### src/rtl/btb_ctrl_if.sv
// Branch-target-buffer port bundle: fetch-side lookup, execute-side update, flush and status.
// master drives requests (fetch/execute/control); slave is the BTB controller.
interface btb_ctrl_if;
    localparam int unsigned PC_W = 32;

    logic            flush;
    logic [PC_W-1:0] lookup_pc;
    logic            pred_hit;
    logic            pred_taken;
    logic [PC_W-1:0] pred_target;
    logic            upd_en;
    logic [PC_W-1:0] upd_pc;
    logic            upd_taken;
    logic [PC_W-1:0] upd_target;
    logic            busy;

    modport master (
        output flush, lookup_pc, upd_en, upd_pc, upd_taken, upd_target,
        input  pred_hit, pred_taken, pred_target, busy
    );

    modport slave (
        input  flush, lookup_pc, upd_en, upd_pc, upd_taken, upd_target,
        output pred_hit, pred_taken, pred_target, busy
    );
endinterface

### src/rtl/btb_ctrl.sv
// Direct-mapped branch target buffer with 2-bit direction counters.
// Combinational lookup; table is swept clear one entry per cycle after reset or flush.
module btb_ctrl #(
    parameter int unsigned IDX_W = 4
) (
    input  logic       CLK,
    input  logic       nRST,
    btb_ctrl_if.slave  bus
);
    localparam int unsigned ENTRIES = 1 << IDX_W;
    localparam int unsigned TAG_W   = 32 - IDX_W - 2;

    localparam logic [0:0] ST_INIT  = 1'b0;
    localparam logic [0:0] ST_READY = 1'b1;

    typedef struct packed {
        logic             valid;
        logic [TAG_W-1:0] tag;
        logic [31:0]      target;
        logic [1:0]       ctr;
    } entry_t;

    logic [0:0]       state_q;
    logic [0:0]       state_d;
    logic [IDX_W-1:0] sweep_q;
    logic [IDX_W-1:0] sweep_d;
    entry_t           tbl_q [ENTRIES];

    logic             ready;
    logic [IDX_W-1:0] l_idx;
    logic [TAG_W-1:0] l_tag;
    logic             l_hit;
    logic             l_taken;
    logic [IDX_W-1:0] u_idx;
    logic [TAG_W-1:0] u_tag;
    logic             u_hit;
    logic             wr_en;
    logic [IDX_W-1:0] wr_idx;
    entry_t           wr_data;

    // Byte offset within the instruction word never participates in indexing or tagging.
    logic unused_pc_lsbs;
    assign unused_pc_lsbs = ^{bus.lookup_pc[1:0], bus.upd_pc[1:0]};

    // Encoding: 00 SNT, 01 WNT, 11 ST, 10 WT; bit 1 is the predicted direction.
    function automatic logic [1:0] ctr_next(input logic [1:0] c, input logic taken);
        logic [1:0] n;
        case (c)
            2'b00:   n = taken ? 2'b01 : 2'b00;
            2'b01:   n = taken ? 2'b11 : 2'b00;
            2'b11:   n = taken ? 2'b11 : 2'b10;
            default: n = taken ? 2'b11 : 2'b00;
        endcase
        return n;
    endfunction

    assign ready = (state_q == ST_READY);
    assign l_idx = bus.lookup_pc[IDX_W+1:2];
    assign l_tag = bus.lookup_pc[31:IDX_W+2];
    assign u_idx = bus.upd_pc[IDX_W+1:2];
    assign u_tag = bus.upd_pc[31:IDX_W+2];

    // Lookup is masked until the sweep completes, so stale or unreset contents never leak.
    assign l_hit   = ready && tbl_q[l_idx].valid && (tbl_q[l_idx].tag == l_tag);
    assign l_taken = l_hit && tbl_q[l_idx].ctr[1];
    assign u_hit   = tbl_q[u_idx].valid && (tbl_q[u_idx].tag == u_tag);

    assign bus.pred_hit    = l_hit;
    assign bus.pred_taken  = l_taken;
    assign bus.pred_target = l_taken ? tbl_q[l_idx].target : 32'h0;
    assign bus.busy        = (state_q == ST_INIT);

    // Controller next state: flush always wins and restarts the sweep.
    always_comb begin
        state_d = state_q;
        sweep_d = sweep_q;
        if (bus.flush) begin
            state_d = ST_INIT;
            sweep_d = '0;
        end else if (state_q == ST_INIT) begin
            if (sweep_q == IDX_W'(ENTRIES - 1)) begin
                state_d = ST_READY;
                sweep_d = '0;
            end else begin
                sweep_d = sweep_q + IDX_W'(1);
            end
        end
    end

    always_ff @(posedge CLK or negedge nRST) begin
        if (!nRST) begin
            state_q <= ST_INIT;
            sweep_q <= '0;
        end else begin
            state_q <= state_d;
            sweep_q <= sweep_d;
        end
    end

    // Single table write port: sweep clear while initialising, otherwise resolved-branch update.
    always_comb begin
        wr_en   = 1'b0;
        wr_idx  = sweep_q;
        wr_data = '0;
        if (state_q == ST_INIT) begin
            wr_en = 1'b1;
        end else if (bus.upd_en && !bus.flush) begin
            wr_idx = u_idx;
            if (u_hit) begin
                wr_en       = 1'b1;
                wr_data     = tbl_q[u_idx];
                wr_data.ctr = ctr_next(tbl_q[u_idx].ctr, bus.upd_taken);
                if (bus.upd_taken) begin
                    wr_data.target = bus.upd_target;
                end
            end else if (bus.upd_taken) begin
                wr_en          = 1'b1;
                wr_data.valid  = 1'b1;
                wr_data.tag    = u_tag;
                wr_data.target = bus.upd_target;
                wr_data.ctr    = 2'b10;
            end
        end
    end

    always_ff @(posedge CLK) begin
        if (wr_en) begin
            tbl_q[wr_idx] <= wr_data;
        end
    end
endmodule
### src/flat_wrapper.sv
// flat-port wrapper written by rule: the top's interface ports become plain ports
module btb_ctrl_flat 
#(
    parameter int unsigned IDX_W = 4
)
  (CLK, nRST, bus_flush, bus_lookup_pc, bus_upd_en, bus_upd_pc, bus_upd_taken, bus_upd_target, bus_pred_hit, bus_pred_taken, bus_pred_target, bus_busy);
  btb_ctrl_if bus_i ();
  input  logic CLK;
  input  logic nRST;
  input wire logic [$bits(bus_i.flush)-1:0] bus_flush;
  input wire logic [$bits(bus_i.lookup_pc)-1:0] bus_lookup_pc;
  input wire logic [$bits(bus_i.upd_en)-1:0] bus_upd_en;
  input wire logic [$bits(bus_i.upd_pc)-1:0] bus_upd_pc;
  input wire logic [$bits(bus_i.upd_taken)-1:0] bus_upd_taken;
  input wire logic [$bits(bus_i.upd_target)-1:0] bus_upd_target;
  output wire logic [$bits(bus_i.pred_hit)-1:0] bus_pred_hit;
  output wire logic [$bits(bus_i.pred_taken)-1:0] bus_pred_taken;
  output wire logic [$bits(bus_i.pred_target)-1:0] bus_pred_target;
  output wire logic [$bits(bus_i.busy)-1:0] bus_busy;
  assign bus_i.flush = bus_flush;
  assign bus_i.lookup_pc = bus_lookup_pc;
  assign bus_i.upd_en = bus_upd_en;
  assign bus_i.upd_pc = bus_upd_pc;
  assign bus_i.upd_taken = bus_upd_taken;
  assign bus_i.upd_target = bus_upd_target;
  assign bus_pred_hit = bus_i.pred_hit;
  assign bus_pred_taken = bus_i.pred_taken;
  assign bus_pred_target = bus_i.pred_target;
  assign bus_busy = bus_i.busy;
  btb_ctrl #(.IDX_W(IDX_W)) u_core (.CLK(CLK), .nRST(nRST), .bus(bus_i));
endmodule
### config.mk
export PLATFORM = sky130hd
export DESIGN_NAME = btb_ctrl_flat
export DESIGN_NICKNAME = d
export VERILOG_FILES = /design/src/rtl/btb_ctrl_if.sv /design/src/rtl/btb_ctrl.sv /design/src/flat_wrapper.sv
export SDC_FILE = /design/constraint.sdc
export NUM_CORES = 1
export LEC_CHECK = 0
export CAP_MARGIN = 20
export CORE_MARGIN = 4
export CORE_UTILIZATION = 49
export CTS_CLUSTER_SIZE = 12
export DETAILED_ROUTE_END_ITERATION = 6
export GPL_ROUTABILITY_DRIVEN = 1
export PLACE_DENSITY = 0.66
export SYNTH_ARGS = -nofsm -noshare
export SYNTH_HDL_FRONTEND = slang
export SYNTH_SLANG_ARGS = --single-unit
### constraint.sdc
create_clock -name CLK -period 7.25 [get_ports CLK]
set_input_delay 1.45 -clock CLK [delete_from_list [all_inputs] [get_ports CLK]]
set_output_delay 1.45 -clock CLK [all_outputs]
set_load 0.02 [all_outputs]
Word-level counts from Yosys, hierarchy flattened --
Memories as Yosys holds them, arrays and structs flattened. Index checks and enable logic that the tools add are counted. W data, S select, Z words.
Storage, ports and cells: register bits 5, memory bits (writable) 976, input port bits 101, output and inout bits 35, word-level logic and storage cells 41, memories kept 1
Cells by class: $add $sub $neg 1, equal/unequal tests 5, multiplexer cells 24, bitwise operators 1, reduce and logical (&&, ||, !) cells 7
Memory list:
- u_core.tbl_q | words 16, bits a word 61, read ports 2, clocked after memory_dff 0, wr ports 1, RTL line btb_ctrl.sv:27 | entry_t tbl_q [ENTRIES];
Operators by type and width (number):
- $mux W61 | 4
- $mux W32 | 2
- $eq A26 B26 Y1 | 2
- $mux W4 | 5
- $mux W1 | 11
- $logic_and A1 B1 Y1 | 5
- $add A4 B1 Y4 const B | 1
- $eq A4 B4 Y1 const B | 1
- $pmux W2 S2 | 1
- $eq A2 B2 Y1 const B | 1
- $logic_not A2 Y1 | 1
- $mux W2 | 1
- $ne A2 B2 Y1 const B | 1
- $logic_not A1 Y1 | 1
- $not A1 Y1 | 1

Depth between registers and ports, before layout --
An unclocked memory read counts as a cell.
word-level depth 8, depth in mapped cells 15, depth with buffers taken out 8

Worst setup path before layout --
Ideal clock, no wire load.
path type input to register, start point input port bus_upd_pc[2], end point memory u_core.tbl_q[13][0] (netlist name), enable pin, library setup time 500 ps, data arrival time 6918 ps, data required time 6750 ps, slack -168 ps, stages on the path 10, buffers on the path 2, cells stage by stage buf_2 -> buf_2 -> mux4_2 -> nand3b_1 -> o21ai_0 -> a311oi_1 -> o2111ai_1 -> nor4_2 -> nand4_1 -> a21oi_1
Between the ends: longest elaborated chain between the ends 8, elaborated cells on any way between the ends 10, classes of those cells eq/ne: 1; mux: 7; reduce/logical: 1; memory: 1
RTL lines:
- start: declaration | RTL line flat_wrapper.sv:13 | input wire logic [$bits(bus_i.upd_pc)-1:0] bus_upd_pc;
- $mem_v2 Z16 W61
- $eq A26 B26 Y1 | RTL line btb_ctrl.sv:66 | assign u_hit = tbl_q[u_idx].valid && (tbl_q[u_idx].tag == u_tag);
- $logic_and A1 B1 Y1 | RTL line btb_ctrl.sv:66
- $mux W1 | RTL line btb_ctrl.sv:109 | if (u_hit) begin
- $mux W1 | RTL line btb_ctrl.sv:107 | end else if (bus.upd_en && !bus.flush) begin
- $mux W1 | RTL line btb_ctrl.sv:105 | if (state_q == ST_INIT) begin
- $mux W1 | RTL line btb_ctrl.sv:127 | if (wr_en) begin
- $mux W1 (not written as such) | RTL line btb_ctrl.sv:128 | tbl_q[wr_idx] <= wr_data;
- end: declaration | RTL line btb_ctrl.sv:27
Parallel ways exist; a longest one is shown, timed or not.

Final worst setup path --
start point input port bus_lookup_pc[2], end point output port bus_pred_target[6]
Between the ends: longest elaborated chain between the ends 5, elaborated cells on any way between the ends 6, classes of those cells eq/ne: 1; mux: 1; reduce/logical: 3; memory: 1
RTL lines:
- start: declaration | RTL line flat_wrapper.sv:11 | input wire logic [$bits(bus_i.lookup_pc)-1:0] bus_lookup_pc;
- $mem_v2 Z16 W61 *
- $eq A26 B26 Y1 or $logic_and A1 B1 Y1 (tied branches) | RTL line btb_ctrl.sv:64 | assign l_hit = ready && tbl_q[l_idx].valid && (tbl_q[l_idx].tag == l_tag);
- $logic_and A1 B1 Y1 | RTL line btb_ctrl.sv:64
- $logic_and A1 B1 Y1 | RTL line btb_ctrl.sv:65 | assign l_taken = l_hit && tbl_q[l_idx].ctr[1];
- $mux W32 * | RTL line btb_ctrl.sv:70 | assign bus.pred_target = l_taken ? tbl_q[l_idx].target : 32'h0;
- end: declaration | RTL line flat_wrapper.sv:18 | output wire logic [$bits(bus_i.pred_target)-1:0] bus_pred_target;
Mark *: on every way between the ends. The rest lies on a longest branch, timed or not.

==> impl_metrics.toml <==
[route]
drt.antenna.violating_nets = 0
remaining_drc_errors = 0
wl_microns = 125000
routed_wl_per_cell_microns = 32.9
via_count = 25300
first_iter_violations = 2665
post_drt_via_cell_ratio = 6.66
drt_pre_antenna_iters = 5

[clocking]
path_clk_slew_ns = 0.06
clk_path_buf_depth = 3
holdBufCountCts = 0
worst_skew_pair.late_latency_ns = 0.68
root_buffer = "sky130_fd_sc_hd__clkbuf_16"
cts_sinks = 981
tritoncts = "built"
cts_made_buffers = 104
clock_tree.htree_level_count = 3

[final_layout]
finalNetCount = 2565
layout-drive-gt1-share_pct = 34.7
stdcell_area_sq_mm = 0.0533
final_cell_count_no_fill = 3796
fill_cell_total_of_the_finished_layout = 6878
antenna-diode-count = 0
area_growth_pct = 15.5
postLayoutCoreUtil_pct = 57.1

[critical_path]
crit_arrival_ns = 5.56
crit_path_end_kind = "primary output"
worst_setup_path_start_kind = "primary input"
cp.required_ns = 5.80
critical_path.max_stage_delay_ns = 0.62
timing.rr.end = "u_core.tbl_q[14][4]"
cp_top_family = "buffers and inverters"
critical_path_class = "in -> out"
master_of_the_slowest_instance_on_the_critical_path = "sky130_fd_sc_hd__clkdlybuf4s50_1"
cp_max_fo = 25
depth_of_the_most_critical_reg_to_reg_path = 10
timing.critical_path.cells = "buf_8 > buf_12 > buf_4 > mux4_2 > mux4_2 > xnor2_1 > nand3_1 > or4_1 > nand2b_4 > buf_12 > nor2b_1 > clkdlybuf4s50_1"
cp.buffers_inverters = 5
reg2reg_slack_ns = 3.15
rr_startpoint = "u_core.tbl_q[7][44]"

[min_path]
holdCritStartpoint = "u_core.sweep_q[3]"
whs_path_depth = 2
min-delay-path-class = "reg -> reg"
min_delay_worst_endpoint = "u_core.sweep_q[3]"

[yosys]
synth-seq-area-share_pct = 63.7
yosys.area.top_type_share_pct = 63.5
synthArstFlopShare_pct = 0.510
synthesized_cell_area_sq_mm = 0.0462
synth_top_area_cell = "sky130_fd_sc_hd__edfxtp_1"
mean_syn_cell_area_sq_um = 20.7
netlist_top_cells_area = "sky130_fd_sc_hd__edfxtp_1 (63%), sky130_fd_sc_hd__mux4_2 (26%), sky130_fd_sc_hd__mux2i_1 (3.0%), sky130_fd_sc_hd__clkbuf_1 (0.72%), sky130_fd_sc_hd__xnor2_1 (0.61%)"
synth-seq-cells = 981
synth.lib_cells_used.distinct = 52
synth-edff-count = 976
synth_ff_type = "sky130_fd_sc_hd__edfxtp_1"
synth_warnings = 0
synthesis.instances = 2226
postSynthNetCount = 2329

[grt]
grt_antenna_before_repair = 4
overflow = 0
grt_max_degree = 117
first_pass_grt_wire_length_microns = 183000
grt_use_total_pct = 25.5
number_of_global_route_vias_before_repair = 26800

[pwr]
totalPowerFinal_mw = 12.4
total_leakage_power_nw = 18.5
vdd.ir_drop.worst_mv = 0.198
power_density_mw_per_mm2 = 232

[floorplanning]
io_pins = 136
num_rows = 112
die-width_microns = 315
placeableCoreArea_sq_mm = 0.0935
chipHeight_microns = 315
die_footprint_sq_mm = 0.0992
initial_util_pct = 49.4

[timing]
final.min_clock_period_ns = 7.01
fin_ws_ns = 0.239
worst_pin_slew_ns = 1.06
timing.final.crit_share_pct = 96.7
hold_viol = 0
finalMaxSlewViolations = 0
fmax_ghz = 0.143
rsz0062_at_grt = "false"
whs_ns = 0.612
setup-violations-final = 0
skew_ns = 0.0241
timing.max_slew.rel_slack_pct = 29.0
totalNegativeSetupSlack_ns = 0

[placement]
placed_cell_area_sq_mm = 0.0501
pre_cts_ws_ns = 0.147
buffer_ports.inserted = 131
detailedPlacementHpwl_microns = 70700
placer_s_final_routability_congestion_estimate = 0.787
dp.cells = 3609

[run_status]
status = "completed"

[job]
drv.max_cap_violation_count = 0
placed cells by master, fill, tap and decap left out, types with 7 or more instances in the layout:
cell and instances:
sky130_fd_sc_hd__clkinv_2 22, sky130_fd_sc_hd__inv_1 7, sky130_fd_sc_hd__clkbuf_1 25, sky130_fd_sc_hd__xor2_1 21
sky130_fd_sc_hd__clkinv_1 22, sky130_fd_sc_hd__nand2_1 49, sky130_fd_sc_hd__buf_4 142, sky130_fd_sc_hd__edfxtp_1 976
sky130_fd_sc_hd__a22oi_1 29, sky130_fd_sc_hd__nor2_1 36, sky130_fd_sc_hd__nand4_1 10, sky130_fd_sc_hd__mux2i_1 139
sky130_fd_sc_hd__nor3_1 37, sky130_fd_sc_hd__clkdlybuf4s50_1 123, sky130_fd_sc_hd__xnor2_1 32, sky130_fd_sc_hd__a221oi_1 10
sky130_fd_sc_hd__a21oi_1 14, sky130_fd_sc_hd__clkbuf_16 105, sky130_fd_sc_hd__mux4_2 539, sky130_fd_sc_hd__and3_1 7
sky130_fd_sc_hd__a21oi_4 16, sky130_fd_sc_hd__nand3_1 9, sky130_fd_sc_hd__nor2b_1 42, sky130_fd_sc_hd__nor4_1 10
sky130_fd_sc_hd__buf_12 27
power breakdown:
group          internal, mW  switching [mW]  total, mW  leakage, nW
Combinational         0.480           0.551       1.03         6.57
Clock                  2.86            2.16       5.02         1.57
Sequential             6.29          0.0502       6.34         10.4
Total                  9.63            2.76       12.4         18.5
tightest hold or removal path: stages, from the launching register on:
cell                      delay (ns)
sky130_fd_sc_hd__dfrtp_1        0.42
sky130_fd_sc_hd__o31ai_1        0.08
sky130_fd_sc_hd__a21oi_1        0.07
synthesized netlist by cell type (2+ instances only):
cell type                   number
sky130_fd_sc_hd__inv_1           7
sky130_fd_sc_hd__o21ai_0         5
sky130_fd_sc_hd__xnor2_1        32
sky130_fd_sc_hd__a21o_1          2
sky130_fd_sc_hd__or2_2           2
sky130_fd_sc_hd__nor4_1         11
sky130_fd_sc_hd__a22o_1          6
sky130_fd_sc_hd__buf_1          25
sky130_fd_sc_hd__a211o_1         2
sky130_fd_sc_hd__xor2_1         21
sky130_fd_sc_hd__mux2i_1       139
sky130_fd_sc_hd__nand3b_1        3
sky130_fd_sc_hd__and3_1          7
sky130_fd_sc_hd__nand2_1        49
sky130_fd_sc_hd__nor3_1         37
sky130_fd_sc_hd__a22oi_1        29
sky130_fd_sc_hd__nor4_2          2
sky130_fd_sc_hd__buf_4          16
sky130_fd_sc_hd__buf_2          36
sky130_fd_sc_hd__nor2_1         37
sky130_fd_sc_hd__o31ai_1         3
sky130_fd_sc_hd__nand4_1        10
sky130_fd_sc_hd__edfxtp_1      976
sky130_fd_sc_hd__nor3b_1         6
sky130_fd_sc_hd__or3_1           2
sky130_fd_sc_hd__and2_1          3
sky130_fd_sc_hd__a211oi_1        6
sky130_fd_sc_hd__nor2b_1        44
sky130_fd_sc_hd__a221oi_1       10
sky130_fd_sc_hd__o2111ai_1       2
sky130_fd_sc_hd__nand3_1         9
sky130_fd_sc_hd__a31oi_1         6
sky130_fd_sc_hd__ha_1            2
sky130_fd_sc_hd__a21oi_1        30
sky130_fd_sc_hd__buf_6           2
sky130_fd_sc_hd__mux4_2        539
sky130_fd_sc_hd__clkbuf_1       89
sky130_fd_sc_hd__dfrtp_1         5
routing by layer:
layer | GRT usage [%] | up-vias | part of all wire [%]
li1 | - | 10200 | -
met2 | 43.0 | 1311 | 51
met4 | 7.25 | 6 | 2.7
met1 | 34.8 | 13500 | 39
met3 | 4.21 | 247 | 7.9
met5 | 0 | - | 0.026
kinds of logic (layout without fill, tap and decap cells):
logic type	count (synthesis)	count (layout)	share of synthesized area [%]
multiplexers	678	678	29.3
buffers and inverters	176	492	1.69
XOR/XNOR	53	53	1.01
flip-flops	981	981	63.7
AND/OR/NAND/NOR	225	225	2.53
adder cells (fa/ha/maj)	2	2	0.0542
AO/OA/AOI/OAI	111	111	1.68
sequential cells by signal (all words and copies together) (netlist names):
name	flops
u_core.tbl_q	976
u_core.sweep_q	4
u_core.ready	1
worst max-delay path by stage:
stage,start,to,slack (ns),depth (start not counted)
6_report,bus_lookup_pc[2],bus_pred_target[6],0.24,12
4_1_cts,bus_lookup_pc[2],bus_pred_target[19],0.14,13
3_5_place_dp,bus_lookup_pc[2],bus_pred_target[24],0.15,13
3_3_place_gp,bus_lookup_pc[2],bus_pred_target[22],0.22,12
2_1_floorplan,bus_upd_pc[2],u_core.tbl_q[13][0],-0.17,10
5_1_grt,bus_lookup_pc[2],bus_pred_target[24],0.04,15
final cells by class:
cell class,count,area [sq um],share of cell area [%]
inverter,8,30.0,0.0563
clock inverter,56,452,0.847
sequential,981,29400,55.2
multi-input combinational,1069,16200,30.4
clock buffer,130,2720,5.10
tap,1254,1570,2.94
timing repair buffer,298,2940,5.50
what timing repair did:
action | CTS | global route
gates resized for setup | 0 | 1
setup endpoints to repair | 0 | 3
setup buffers | 0 | 0
No activity file was read; power rests on OpenSTA's default activity.
